File: config.mk
export PLATFORM = sky130hd
export DESIGN_NAME = pwm_generator
export DESIGN_NICKNAME = d
export VERILOG_FILES = /design/src/rtl/pwm_generator.sv
export SDC_FILE = /design/constraint.sdc
export NUM_CORES = 1
export LEC_CHECK = 0
export ABC_AREA = 1
export BUFFER_PORTS_ARGS = -buffer_cell sky130_fd_sc_hd__buf_2
export CORE_MARGIN = 2
export CORE_UTILIZATION = 50
export DETAILED_ROUTE_END_ITERATION = 6
export GPL_TIMING_DRIVEN = 0
export PLACE_DENSITY = 0.7
export SETUP_SLACK_MARGIN = 0.3
export SLEW_MARGIN = 25
export SYNTH_ARGS = -nofsm -noshare
export SYNTH_HDL_FRONTEND = slang
export SYNTH_SLANG_ARGS = --single-unit
File: constraint.sdc
create_clock -name clk -period 3.8 [get_ports clk]
set_clock_uncertainty 0.2 [all_clocks]
set_input_delay 0.57 -clock clk [delete_from_list [all_inputs] [get_ports clk]]
set_output_delay 0.57 -clock clk [all_outputs]
set_load 0.05 [all_outputs]
File: src/rtl/pwm_generator.sv
// PWM generator: a four-state controller that drives an external timer through restart.
// It produces a registered waveform, per-period pulses and a double-buffered configuration.
module pwm_generator #(
  parameter int WORD_WIDTH = 32
) (
  input  logic                  clk,
  input  logic                  rstn,
  input  logic [WORD_WIDTH-1:0] count,
  output logic                  restart,
  input  logic                  cfg_valid,
  output logic                  cfg_ready,
  input  logic [WORD_WIDTH-1:0] cfg_period,
  input  logic [WORD_WIDTH-1:0] cfg_duty,
  input  logic [WORD_WIDTH-1:0] cfg_num,
  input  logic                  start,
  input  logic                  stop,
  output logic                  pwm_out,
  output logic                  period_done,
  output logic                  busy,
  output logic [WORD_WIDTH-1:0] period_cnt
);

  typedef enum logic [1:0] {
    S_IDLE,
    S_ARM,
    S_RUN,
    S_DRAIN
  } state_e;

  localparam logic [WORD_WIDTH-1:0] ONES = '1;
  localparam logic [WORD_WIDTH-1:0] ONE  = WORD_WIDTH'(1);
  localparam logic [WORD_WIDTH-1:0] TWO  = WORD_WIDTH'(2);

  state_e                state_q, state_d;
  logic [WORD_WIDTH-1:0] period_act_q, period_act_d;
  logic [WORD_WIDTH-1:0] duty_act_q, duty_act_d;
  logic [WORD_WIDTH-1:0] num_act_q, num_act_d;
  logic [WORD_WIDTH-1:0] period_sh_q, period_sh_d;
  logic [WORD_WIDTH-1:0] duty_sh_q, duty_sh_d;
  logic [WORD_WIDTH-1:0] num_sh_q, num_sh_d;
  logic                  shadow_pending_q, shadow_pending_d;
  logic                  cfg_loaded_q, cfg_loaded_d;
  logic                  pwm_out_q, pwm_out_d;
  logic                  period_done_q, period_done_d;
  logic [WORD_WIDTH-1:0] period_cnt_q, period_cnt_d;

  logic                  active;
  logic                  boundary;
  logic                  terminate;
  logic                  cfg_fire;
  logic [WORD_WIDTH-1:0] cfg_period_clamped;

  always_comb begin
    active    = (state_q == S_RUN) || (state_q == S_DRAIN);
    boundary  = active && (count == period_act_q - ONE);
    terminate = (num_act_q != '0) && (period_cnt_q + ONE == num_act_q);
    restart   = !rstn || !active || boundary;
    cfg_ready = !rstn || (state_q == S_IDLE) || !shadow_pending_q;
    busy      = rstn && (state_q != S_IDLE);
    cfg_fire  = cfg_valid && cfg_ready;
    cfg_period_clamped = (cfg_period < TWO) ? TWO : cfg_period;
  end

  always_comb begin
    state_d          = state_q;
    period_act_d     = period_act_q;
    duty_act_d       = duty_act_q;
    num_act_d        = num_act_q;
    period_sh_d      = period_sh_q;
    duty_sh_d        = duty_sh_q;
    num_sh_d         = num_sh_q;
    shadow_pending_d = shadow_pending_q;
    cfg_loaded_d     = cfg_loaded_q;
    period_cnt_d     = period_cnt_q;
    period_done_d    = boundary;
    pwm_out_d        = active && (count < duty_act_q);

    if (boundary) begin
      if (period_cnt_q != ONES) begin
        period_cnt_d = period_cnt_q + ONE;
      end
      if (shadow_pending_q) begin
        period_act_d     = period_sh_q;
        duty_act_d       = duty_sh_q;
        num_act_d        = num_sh_q;
        shadow_pending_d = 1'b0;
      end
    end

    // Idle configs go live at once; busy configs wait for a period boundary.
    if (cfg_fire) begin
      if (state_q == S_IDLE) begin
        period_act_d = cfg_period_clamped;
        duty_act_d   = cfg_duty;
        num_act_d    = cfg_num;
        cfg_loaded_d = 1'b1;
      end else begin
        period_sh_d      = cfg_period_clamped;
        duty_sh_d        = cfg_duty;
        num_sh_d         = cfg_num;
        shadow_pending_d = 1'b1;
      end
    end

    unique case (state_q)
      S_IDLE: begin
        if (start && (cfg_loaded_q || cfg_fire)) begin
          state_d      = S_ARM;
          period_cnt_d = '0;
        end
      end
      S_ARM: begin
        state_d = stop ? S_IDLE : S_RUN;
      end
      S_RUN: begin
        if (boundary && terminate) begin
          state_d = S_IDLE;
        end else if (stop) begin
          state_d = S_DRAIN;
        end
      end
      S_DRAIN: begin
        if (boundary) begin
          state_d = S_IDLE;
        end
      end
    endcase
  end

  always_ff @(posedge clk) begin
    if (!rstn) begin
      state_q          <= S_IDLE;
      period_act_q     <= '0;
      duty_act_q       <= '0;
      num_act_q        <= '0;
      period_sh_q      <= '0;
      duty_sh_q        <= '0;
      num_sh_q         <= '0;
      shadow_pending_q <= 1'b0;
      cfg_loaded_q     <= 1'b0;
      pwm_out_q        <= 1'b0;
      period_done_q    <= 1'b0;
      period_cnt_q     <= '0;
    end else begin
      state_q          <= state_d;
      period_act_q     <= period_act_d;
      duty_act_q       <= duty_act_d;
      num_act_q        <= num_act_d;
      period_sh_q      <= period_sh_d;
      duty_sh_q        <= duty_sh_d;
      num_sh_q         <= num_sh_d;
      shadow_pending_q <= shadow_pending_d;
      cfg_loaded_q     <= cfg_loaded_d;
      pwm_out_q        <= pwm_out_d;
      period_done_q    <= period_done_d;
      period_cnt_q     <= period_cnt_d;
    end
  end

  assign pwm_out     = pwm_out_q;
  assign period_done = period_done_q;
  assign period_cnt  = period_cnt_q;

endmodule

==> run metrics, run 1 <==
worst-path maximum fanout=4; DRT iter0 DRCs=1198; Antenna Nets Post-Route=0; Layout area overhead=17.5%; Root Buffer=clkbuf_16; worst min path class=in2reg; part of the Yosys area used for sequential elements=33.0%; worst slack, placed=0.251 ns; Final Util=59.3%; Worst Hold End=duty_sh_q[22]; RSZ-0062 raised after global routing=yes; initial antenna violation count=1; Core Footprint=0.0276 mm2; All-Layer GR Usage=31.7%; P_sw=0.00416 W; Syn. warnings=0; FP Rows=61; Relative slew margins=40.4%; Gate power share=40.0%; Startpoint Class=flop; via count=14900; r2r endpoint=period_cnt[27]; DRT Pass-1 Iters=6; post-DR vias/cell=5.28; # hold bufs at CTS=0; number of synthesized register bits=230; critical path class=reg2out; gpl congestion=1.01; sequential share of power=34.8%; # fillers=2817; Hold Crit Start=cfg_duty[22]; DIE AREA=0.0292 mm2; largest net degree at the start of global routing=13; Worst Hold Margin=0.0626 ns; Syn Inst Count=2220; CP required=3.03 ns; fmax=283 MHz; H-tree lvl count=1; Antenna Cells=0; CTS buffer count=26; Post-Layout Cell Count=2827; Clock Path Buffers=3; WP data arrival=2.77 ns; Synth Cell Area=0.0139 mm2; number of max-cap violations=0; Leak=8.24 nW; later-pin clock latency in the skew report=0.54 ns; Final Max Slew Viols=0; synthesized net count=2386; worst slew pin tran=0.893 ns; Post-Route WL=47.0 mm; Hold Vio Cnt, Final=0; drt drc=0; Final WS setup=0.262 ns; multi-input logic area=0.00777 mm2; Setup violations, final=0; vias in the first global route=14000; Int Pwr=0.00597 W; Final nets=2595; first-pass GRT wire length=72.4 mm; Tcrit/Tclk final=93.1%; Initial Utilization=50.5%; layout cell share with drive strength beyond 1=14.2%; status=finished clean; CTS tree=yes; drt wl/cell=16.6 um; PortBufs=169; worst r2r src=period_act_q[13]; Reg2Reg Depth=16; R2R setup slack=0.48 ns; Clock transition at path regs=0.06 ns; Die Y=171 um; syn_area_per_cell=6.28 um2; Sink Count=230; DP Cell Count=2767; number of I/O pins=170; Yosys cell types=40; total gr overflow=0; Die W=171 um; clock power share=25.2%; CP endpoint kind=primary output; fin crit period=3.54 ns; Cells on Worst Hold Path=3; register area=0.00461 mm2; maximum vdd drop=419 uV; DP HPWL=36.7 mm; switch share=41.1%; cell area power density=618 mW/mm2
==> metal layers <==
layer | global-route usage, % | wire, um | vias to the layer above
met5 | 0 | 13 | -
met4 | 14.2 | 2170 | 2
met3 | 3.42 | 3040 | 124
met2 | 56.6 | 22600 | 570
met1 | 38.5 | 19100 | 6798
li1 | - | - | 7426
==> worst max path at each step <==
| stage | from | endpoint | slack (ns) | cells after the start |
|---|---|---|---|---|
| 2_1_floorplan | rstn | num_act_q[10] | 0.61 | 11 |
| 3_3_place_gp | rstn | period_sh_q[4] | -0.10 | 11 |
| 3_5_place_dp | rstn | num_act_q[3] | 0.25 | 13 |
| 4_1_cts | period_act_q[1] | restart | 0.30 | 17 |
| 5_1_grt | period_act_q[0] | restart | 0.14 | 15 |
| 6_report | period_act_q[13] | restart | 0.26 | 12 |
==> layout by cell type (no fill, tap or decap), types with 3 or more instances in the layout <==
master,n
xor2_1,30
nor2_2,22
nand3b_1,8
o211ai_1,52
o21ai_0,215
dfxtp_2,5
nand3_1,137
nor4_1,9
buf_2,175
a31oi_1,3
or2_2,18
nand2_2,16
ha_1,32
xnor2_1,12
a211oi_1,3
nand4_1,20
dfxtp_1,225
clkbuf_16,27
nand2_1,509
o21ai_1,6
buf_4,19
nor3_1,7
a21oi_1,44
clkbuf_1,71
inv_1,333
o21bai_1,22
clkbuf_8,7
o211ai_2,10
a211oi_2,7
nand3_2,4
nor2_1,353
nor2_4,9
clkinv_2,5
buf_6,11
==> registers in the layout (all words and copies together) (netlist names) <==
signal / flops
duty_act_q: 32
duty_sh_q: 32
num_act_q: 32
num_sh_q: 32
period_act_q: 32
period_cnt: 32
period_sh_q: 32
state_q: 2
cfg_loaded_q: 1
period_done: 1
pwm_out: 1
shadow_pending_q: 1
==> kinds of logic after synthesis <==
logic type	share of synthesized area [%]
compound gates	15.7
flops	33.0
xor+xnor	3.02
fa+ha+maj	2.96
simple gates	33.0
buf+inv	12.4
==> power by group through the flow <==
stage	Sequential, W	Clock [W]	Combinational (W)
final	0.00352	0.00256	0.00405
after global routing	0.00357	0.00267	0.00458
after CTS	0.00349	0.00258	0.00391
after detailed placement	0.00353	0	0.00378
after global placement	0.00352	0	0.00370
after floorplan	0.00337	0	0.00276
==> repair_timing <==
action,CTS,global route
endpoints found under the setup margin,1,39
gates cloned,0,0
resized for setup,20,35
pin swaps,5,13
buffers inserted,8,4
==> cells in the mapped netlist (all sizes together) <==
cell	count	area (um2)
ha	33	413
clkinv	1	3.75
o21a	1	7.51
o21ai	222	1110
a31oi	3	18.8
a21oi	44	220
xnor3	2	45.0
nand2	527	2010
o2111ai	1	8.76
nand3	141	706
a211oi	10	110
nor4	9	56.3
dfxtp	230	4600
o21bai	22	165
nand4	20	125
or2	18	113
buf	27	216
a2111oi	1	8.76
xnor2	12	105
nor3	8	45.0
nor2	384	1480
o31ai	1	7.51
clkbuf	65	244
o211ai	62	515
nand3b	8	60.1
xor2	31	272
inv	336	1260
a221oi	1	8.76
==> worst max-delay path: stages, from the launching register on <==
cell	delay [ns]
dfxtp_1	0.40
nor2_2	0.21
nand2_1	0.17
nor2_1	0.19
nand2_1	0.16
xor2_1	0.21
nand3_1	0.09
nor2_1	0.14
nand3_1	0.13
nor2_2	0.15
nand2_2	0.11
nand3_2	0.10
buf_8	0.15
==> cell type report <==
class                      count  area share, %
buffer                        92           2.83
clock buffer                  41           4.87
clock inverter                 7          0.389
inverter                     337           7.73
multi-input combinational   1561           47.4
sequential                   230           28.1
tap                          378           2.89
timing repair buffer         181           5.77
==> through the flow <==
step | area (um2) | setup TNS, ns | power, W
after global routing | 16400 | 0 | 0.0108
after CTS | 16300 | 0 | 0.00998
after global placement | 15300 | -2.74 | 0.00722
after floorplan | 13900 | 0 | 0.00613
final | 16400 | 0 | 0.0101
after detailed placement | 15300 | 0 | 0.00731
Note: power is estimated with default switching activity, not from simulation.
==> inputs of run 2 (changes only) <==
Settings changed: ABC_AREA 1 to not set, PLACE_DENSITY 0.7 to 0.71.
==> run metrics, run 2 <==
most frequent cells in the layout=236 x nand2_1, 212 x dfxtp_1, 184 x nor3_1; multi-input logic area=0.00774 mm2 (-0.37%); register area=0.00463 mm2 (+0.52%); number of max-cap violations=0 (unchanged); RSZ-0062 raised after global routing=yes; FP Rows=58 (-4.9%); Post-Layout Cell Count=2240 (-21%); total gr overflow=0 (unchanged); Synth async-reset ratio=0% (unchanged); worst-path maximum fanout=6 (+2); Syn Inst Count=1673 (-25%); top cells by area, synth=dfxtp_1 36%, nor3_1 7.3%, nand2_1 7.0%; Worst Hold Margin=0.0641 ns (+0.00149 ns); # hold bufs at CTS=0 (unchanged); r2r endpoint=period_cnt[22]; P_sw=0.00235 W (-43%); commonest non-fill, non-tap cell in the layout=nand2_1; CP endpoint kind=primary output; Post-synth EDFFs=0 (unchanged); Int Pwr=0.00489 W (-18%); Final WS setup=0.0384 ns (-0.224 ns); Hold Vio Cnt, Final=0 (unchanged); clock power share=35.8% (+11 points); initial antenna violation count=1 (unchanged); # fillers=2380 (-16%); number of synthesized register bits=230 (unchanged); drt drc=0 (unchanged); Antenna Cells=0 (unchanged); via count=13600 (-8.6%); CTS tree=yes; cell area power density=465 mW/mm2 (-25%); worst slew pin tran=0.857 ns (-0.0367 ns); Layout area overhead=22.1%; CP required=3.03 ns (about the same); DP Cell Count=2172 (-22%); Yosys cell types=67 (+68%); H-tree lvl count=1 (unchanged); Relative slew margins=42.9% (+2.4 points); CTS buffer count=26 (unchanged); Hold Crit Start=cfg_duty[28]; All-Layer GR Usage=33.6% (+1.9 points); Clock transition at path regs=0.06 ns (about the same); number of I/O pins=170 (unchanged); Final Util=62.0% (+2.7 points); gpl congestion=0.936 (-7.2%); Die W=164 um (-4.2%); CP Launch Point=period_act_q[25]; Yosys top cell area share=36.1% (+3.1 points); PortBufs=169 (unchanged); fmax=266 MHz (-6.0%); DP HPWL=33.9 mm (-7.5%); synth cell count leaders=238 x nand2_1, 230 x dfxtp_1, 187 x nor3_1, 131 x a21oi_1, 125 x o21ai_0; DRT iter0 DRCs=1255 (+4.8%); Tcrit/Tclk final=99.0% (+5.9 points); layout cell share with drive strength beyond 1=18.5% (+4.3 points); Root Buffer=clkbuf_16; status=finished clean; worst r2r src=period_act_q[2]; Post-Route WL=45.7 mm (-2.6%); Core Footprint=0.0251 mm2 (-9.1%); cell area after layout=0.0156 mm2 (-5.0%); fin crit period=3.76 ns (+0.224 ns); largest net degree at the start of global routing=14 (+1); Sink Count=230 (unchanged); vias in the first global route=12800 (-8.2%); Synth Cell Area=0.0128 mm2 (-8.5%); Most used DFF post-synth=dfxtp_1; part of the Yosys area used for sequential elements=36.1% (+3.1 points); Leak=5.83 nW (-29%); Gate power share=24.6% (-15 points); critical path class=reg2out; Setup violations, final=0 (unchanged); most frequent cell after synthesis=nand2_1; Initial Utilization=50.8% (+0.35 points); Reg2Reg Depth=12 (-4); Critical Path End=restart; synthesized net count=1839 (-23%); Startpoint Class=flop; later-pin clock latency in the skew report=0.55 ns (about the same); Antenna Nets Post-Route=0 (unchanged); worst slack, placed=-0.546 ns (-0.797 ns); sequential share of power=39.6% (+4.8 points); maximum vdd drop=463 uV (+10%); switch share=32.5% (-8.6 points); syn_area_per_cell=7.63 um2 (+21%); DRT Pass-1 Iters=5 (-1); Final nets=2057 (-21%); WP data arrival=2.99 ns (+0.22 ns); drt wl/cell=20.4 um (+23%); Die Y=164 um (-4.2%); worst min path class=in2reg; DP Area=0.0140 mm2 (-8.0%); R2R setup slack=0.10 ns (-0.38 ns); post-DR vias/cell=6.09 (+15%); DIE AREA=0.0268 mm2 (-8.3%); Final Max Slew Viols=0 (unchanged); Clock Path Buffers=3 (unchanged); Syn. warnings=0 (unchanged); first-pass GRT wire length=71.0 mm (-2.0%); Synth area leader=dfxtp_1
==> run 2: changes by cell type after synthesis, sizes merged, moves of 75 or more <==
| cell | change |
|---|---|
| nor3b | +75 |
| nor3 | +180 |
| nand2 | -289 |
| o21ai | -93 |
| nand3 | -118 |
| inv | -291 |
| a21oi | +87 |
| nor2 | -314 |
==> run 2: worst max-delay path, stage by stage, from the launching register on <==
cell,delay (ns)
dfxtp_2,0.35
or4_4,0.53
or3_1,0.39
a2111o_1,0.38
nand2_2,0.10
and3_1,0.17
nand4_1,0.19
nand3_2,0.17
buf_8,0.16
==> run 2: cell type report <==
type                       count  share of cell area, %
multi-input combinational   1264                   49.7
sequential                   230                   29.7
timing repair buffer         190                   6.82
clock buffer                  37                   4.76
buffer                       134                   4.38
tap                          330                   2.65
inverter                      45                   1.08
clock inverter                10                  0.875
==> run 2: cell families (layout without fill, tap and decap cells) <==
family	Yosys count	after routing	share of synthesized area (%)
AND/OR/NAND/NOR	770	770	31.5
flip-flops	230	230	36.1
XOR/XNOR	85	85	6.05
multiplexers	4	4	0.324
buffers and inverters	179	416	5.66
AO/OA/AOI/OAI	372	372	17.1
adder cells (fa/ha/maj)	33	33	3.24
==> run 2: power by group through the flow <==
stage | registers [W] | logic (W) | clock network [W]
detailed placement | 0.00291 | 0.00165 | 0
CTS | 0.00286 | 0.00173 | 0.00261
floorplan | 0.00284 | 0.00116 | 0
finish | 0.00287 | 0.00178 | 0.00260
global route | 0.00289 | 0.00196 | 0.00270
global placement | 0.00290 | 0.00161 | 0
==> run 2: what timing repair did <==
item | 4_1_cts | 5_1_grt
endpoints found under the setup margin | 131 | 131
pin swaps | 40 | 4
gates resized for setup | 101 | 40
buffers inserted | 16 | 1
cloned | 4 | 0
==> run 2: how the worst min path moves through the flow <==
| stage | endpoint | depth (start not counted) |
|---|---|---|
| 2_1_floorplan | cfg_loaded_q | 2 |
| 3_3_place_gp | num_sh_q[18] | 2 |
| 3_5_place_dp | duty_sh_q[18] | 2 |
| 4_1_cts | duty_sh_q[28] | 3 |
| 5_1_grt | duty_sh_q[28] | 3 |
| 6_report | duty_sh_q[28] | 3 |
==> run 2: layer usage <==
metal | wire, um | track usage, % | share of wire (%)
met2 | 20400 | 53.3 | 45
met4 | 1620 | 11.9 | 3.5
met5 | 12 | 0 | 0.026
met1 | 19900 | 45.8 | 43
met3 | 3830 | 6.36 | 8.4
==> run 2: per-stage QoR <==
step                      total power (W)  setup TNS [ns]
after floorplan                   0.00400               0
after global placement            0.00451          -33.68
after detailed placement          0.00455          -45.26
after CTS                         0.00720               0
after global routing              0.00755         -0.0761
final                             0.00725               0
==> inputs of run 3 (changes only) <==
Settings changed: CORE_UTILIZATION 50 to 45, PLACE_DENSITY 0.71 to 0.65.
==> run metrics, run 3 (same netlist as run 2, synthesis figures left out) <==
status=finished clean; Relative slew margins=35.9% (-7.0 points); gpl congestion=0.945 (+0.96%); drt drc=0 (unchanged); FP Rows=61 (+5.2%); Antenna Cells=0 (unchanged); total gr overflow=0 (unchanged); first-pass GRT wire length=71.7 mm (+1.0%); CTS buffer count=26 (unchanged); Die W=172 um (+5.3%); DP Cell Count=2220 (+2.2%); RSZ-0062 raised after global routing=yes; Tcrit/Tclk final=100% (+0.98 points); Core Footprint=0.0279 mm2 (+11%); Startpoint Class=flop; Leak=6.22 nW (+6.6%); # hold bufs at CTS=0 (unchanged); slowest stage delay, CP=0.55 ns (+0.02 ns); DRT iter0 DRCs=1286 (+2.5%); Layout area overhead=31.5%; Initial Utilization=45.8% (-5.0 points); Clock transition at path regs=0.06 ns (about the same); worst-path maximum fanout=3 (-3); Antenna Nets Post-Route=0 (unchanged); Die Y=172 um (+5.3%); DRT Pass-1 Iters=7 (+2); Final nets=2082 (+1.2%); Hold Vio Cnt, Final=0 (unchanged); setup_tns=0 ns (unchanged); fin crit period=3.80 ns (+0.0372 ns); worst min path class=in2reg; # fillers=2491 (+4.7%); CP required=3.03 ns (about the same); worst r2r src=period_act_q[2]; critical path class=reg2out; later-pin clock latency in the skew report=0.54 ns (about the same); Post-Layout Cell Count=2312 (+3.2%); most frequent cells in the layout=237 x nand2_1, 209 x dfxtp_1, 171 x buf_2; DP Area=0.0141 mm2 (+0.43%); CTS tree=yes; number of max-cap violations=0 (unchanged); initial antenna violation count=2 (+1); R2R setup slack=0.12 ns (+0.02 ns); PortBufs=169 (unchanged); drt wl/cell=20.8 um (+1.7%); Reg2Reg Depth=12 (unchanged); DP HPWL=34.7 mm (+2.3%); Final Max Slew Viols=0 (unchanged); CP endpoint kind=primary output; commonest non-fill, non-tap cell in the layout=nand2_1; Sink Count=230 (unchanged); Setup violations, final=0 (unchanged); cell area after layout=0.0168 mm2 (+7.7%); Post-Route WL=48.0 mm (+5.0%); WP data arrival=3.03 ns (+0.04 ns); multi-input logic area=0.00833 mm2 (+7.7%); H-tree lvl count=1 (unchanged); layout cell share with drive strength beyond 1=24.2% (+5.7 points); via count=13700 (+0.79%); maximum vdd drop=365 uV (-21%); r2r endpoint=period_cnt[0]; Worst Hold End=duty_sh_q[15]; register area=0.00465 mm2 (+0.30%); cell area power density=439 mW/mm2 (-5.6%); largest net degree at the start of global routing=13 (-1); post-DR vias/cell=5.94 (-2.3%); DIE AREA=0.0297 mm2 (+11%); Slowest cell on crit path=or4_4; crit path cell chain=or4_4 > or3_4 > a2111o_1 > nand2_2 > and3_4 > nand4_1 > nand3_2 > buf_8; power consumption=0.00737 W (+1.7%); Hold Crit Start=cfg_duty[15]; Root Buffer=clkbuf_16; Clock Path Buffers=3 (unchanged); vias in the first global route=12600 (-1.5%); fmax=263 MHz (-0.98%); number of I/O pins=170 (unchanged); All-Layer GR Usage=31.3% (-2.3 points); Cells on Worst Hold Path=3 (unchanged); worst slew pin tran=0.962 ns (+0.105 ns)
[run 3: power by group]
group          total (W)  switching [W]  leakage, nW  internal [W]
clock network    0.00258        0.00102        0.429       0.00156
logic            0.00190        0.00118         3.89      0.000725
registers        0.00289       0.000239         1.90       0.00265
[run 3: per-layer routing]
metal | global-route usage [%] | vias to the layer above | routed length, um
li1 | - | 6499 | -
met1 | 43.2 | 6511 | 20800
met2 | 48.8 | 622 | 21500
met3 | 6.27 | 107 | 4230
met4 | 10.6 | 2 | 1470
met5 | 0 | - | 20
[run 3: final cells by class]
class	count	share of cell area (%)
plain buffers	134	5.00
clock buffers	39	4.71
clock inverters	7	0.537
inverters	45	1.01
multi-input cells	1264	49.6
flip-flops and latches	230	27.7
well taps	378	2.82
repair buffers	215	8.58
[run 3: worst max path at each step]
stage / from / to / cells after the start
after floorplan: period_cnt[3] / state_q[0] / 9
after global placement: period_act_q[5] / period_act_q[10] / 9
after detailed placement: period_act_q[7] / num_act_q[22] / 10
after CTS: period_act_q[2] / restart / 10
after global routing: period_act_q[2] / restart / 10
final: period_act_q[22] / restart / 8
[run 3: per-stage QoR]
| step | hold slack [ns] | utilization, % | setup slack [ns] |
|---|---|---|---|
| 3_3_place_gp | 0.242 | 50.6 | -0.462 |
| 5_1_grt | 0.0809 | 60.2 | -0.0781 |
| 3_5_place_dp | 0.248 | 50.6 | -0.488 |
| 2_1_floorplan | 0.235 | - | 0.305 |
| 4_1_cts | 0.0664 | 55.6 | 0.0908 |
| 6_report | 0.0768 | 60.2 | 0.00122 |
[run 3: timing repair]
| action | in CTS | in global routing |
|---|---|---|
| pin swaps | 34 | 66 |
| resized for setup | 92 | 239 |
| endpoints found under the setup margin | 131 | 131 |
| gates cloned | 2 | 8 |
| setup buffers | 19 | 17 |
[run 3: worst max-delay path: cells and delay by family, from the launching register on]
| kind | cells | cell delay, ns |
|---|---|---|
| compound gates | 1 | 0.37 |
| flops | 1 | 0.35 |
| simple gates | 6 | 1.62 |
| buf+inv | 1 | 0.16 |
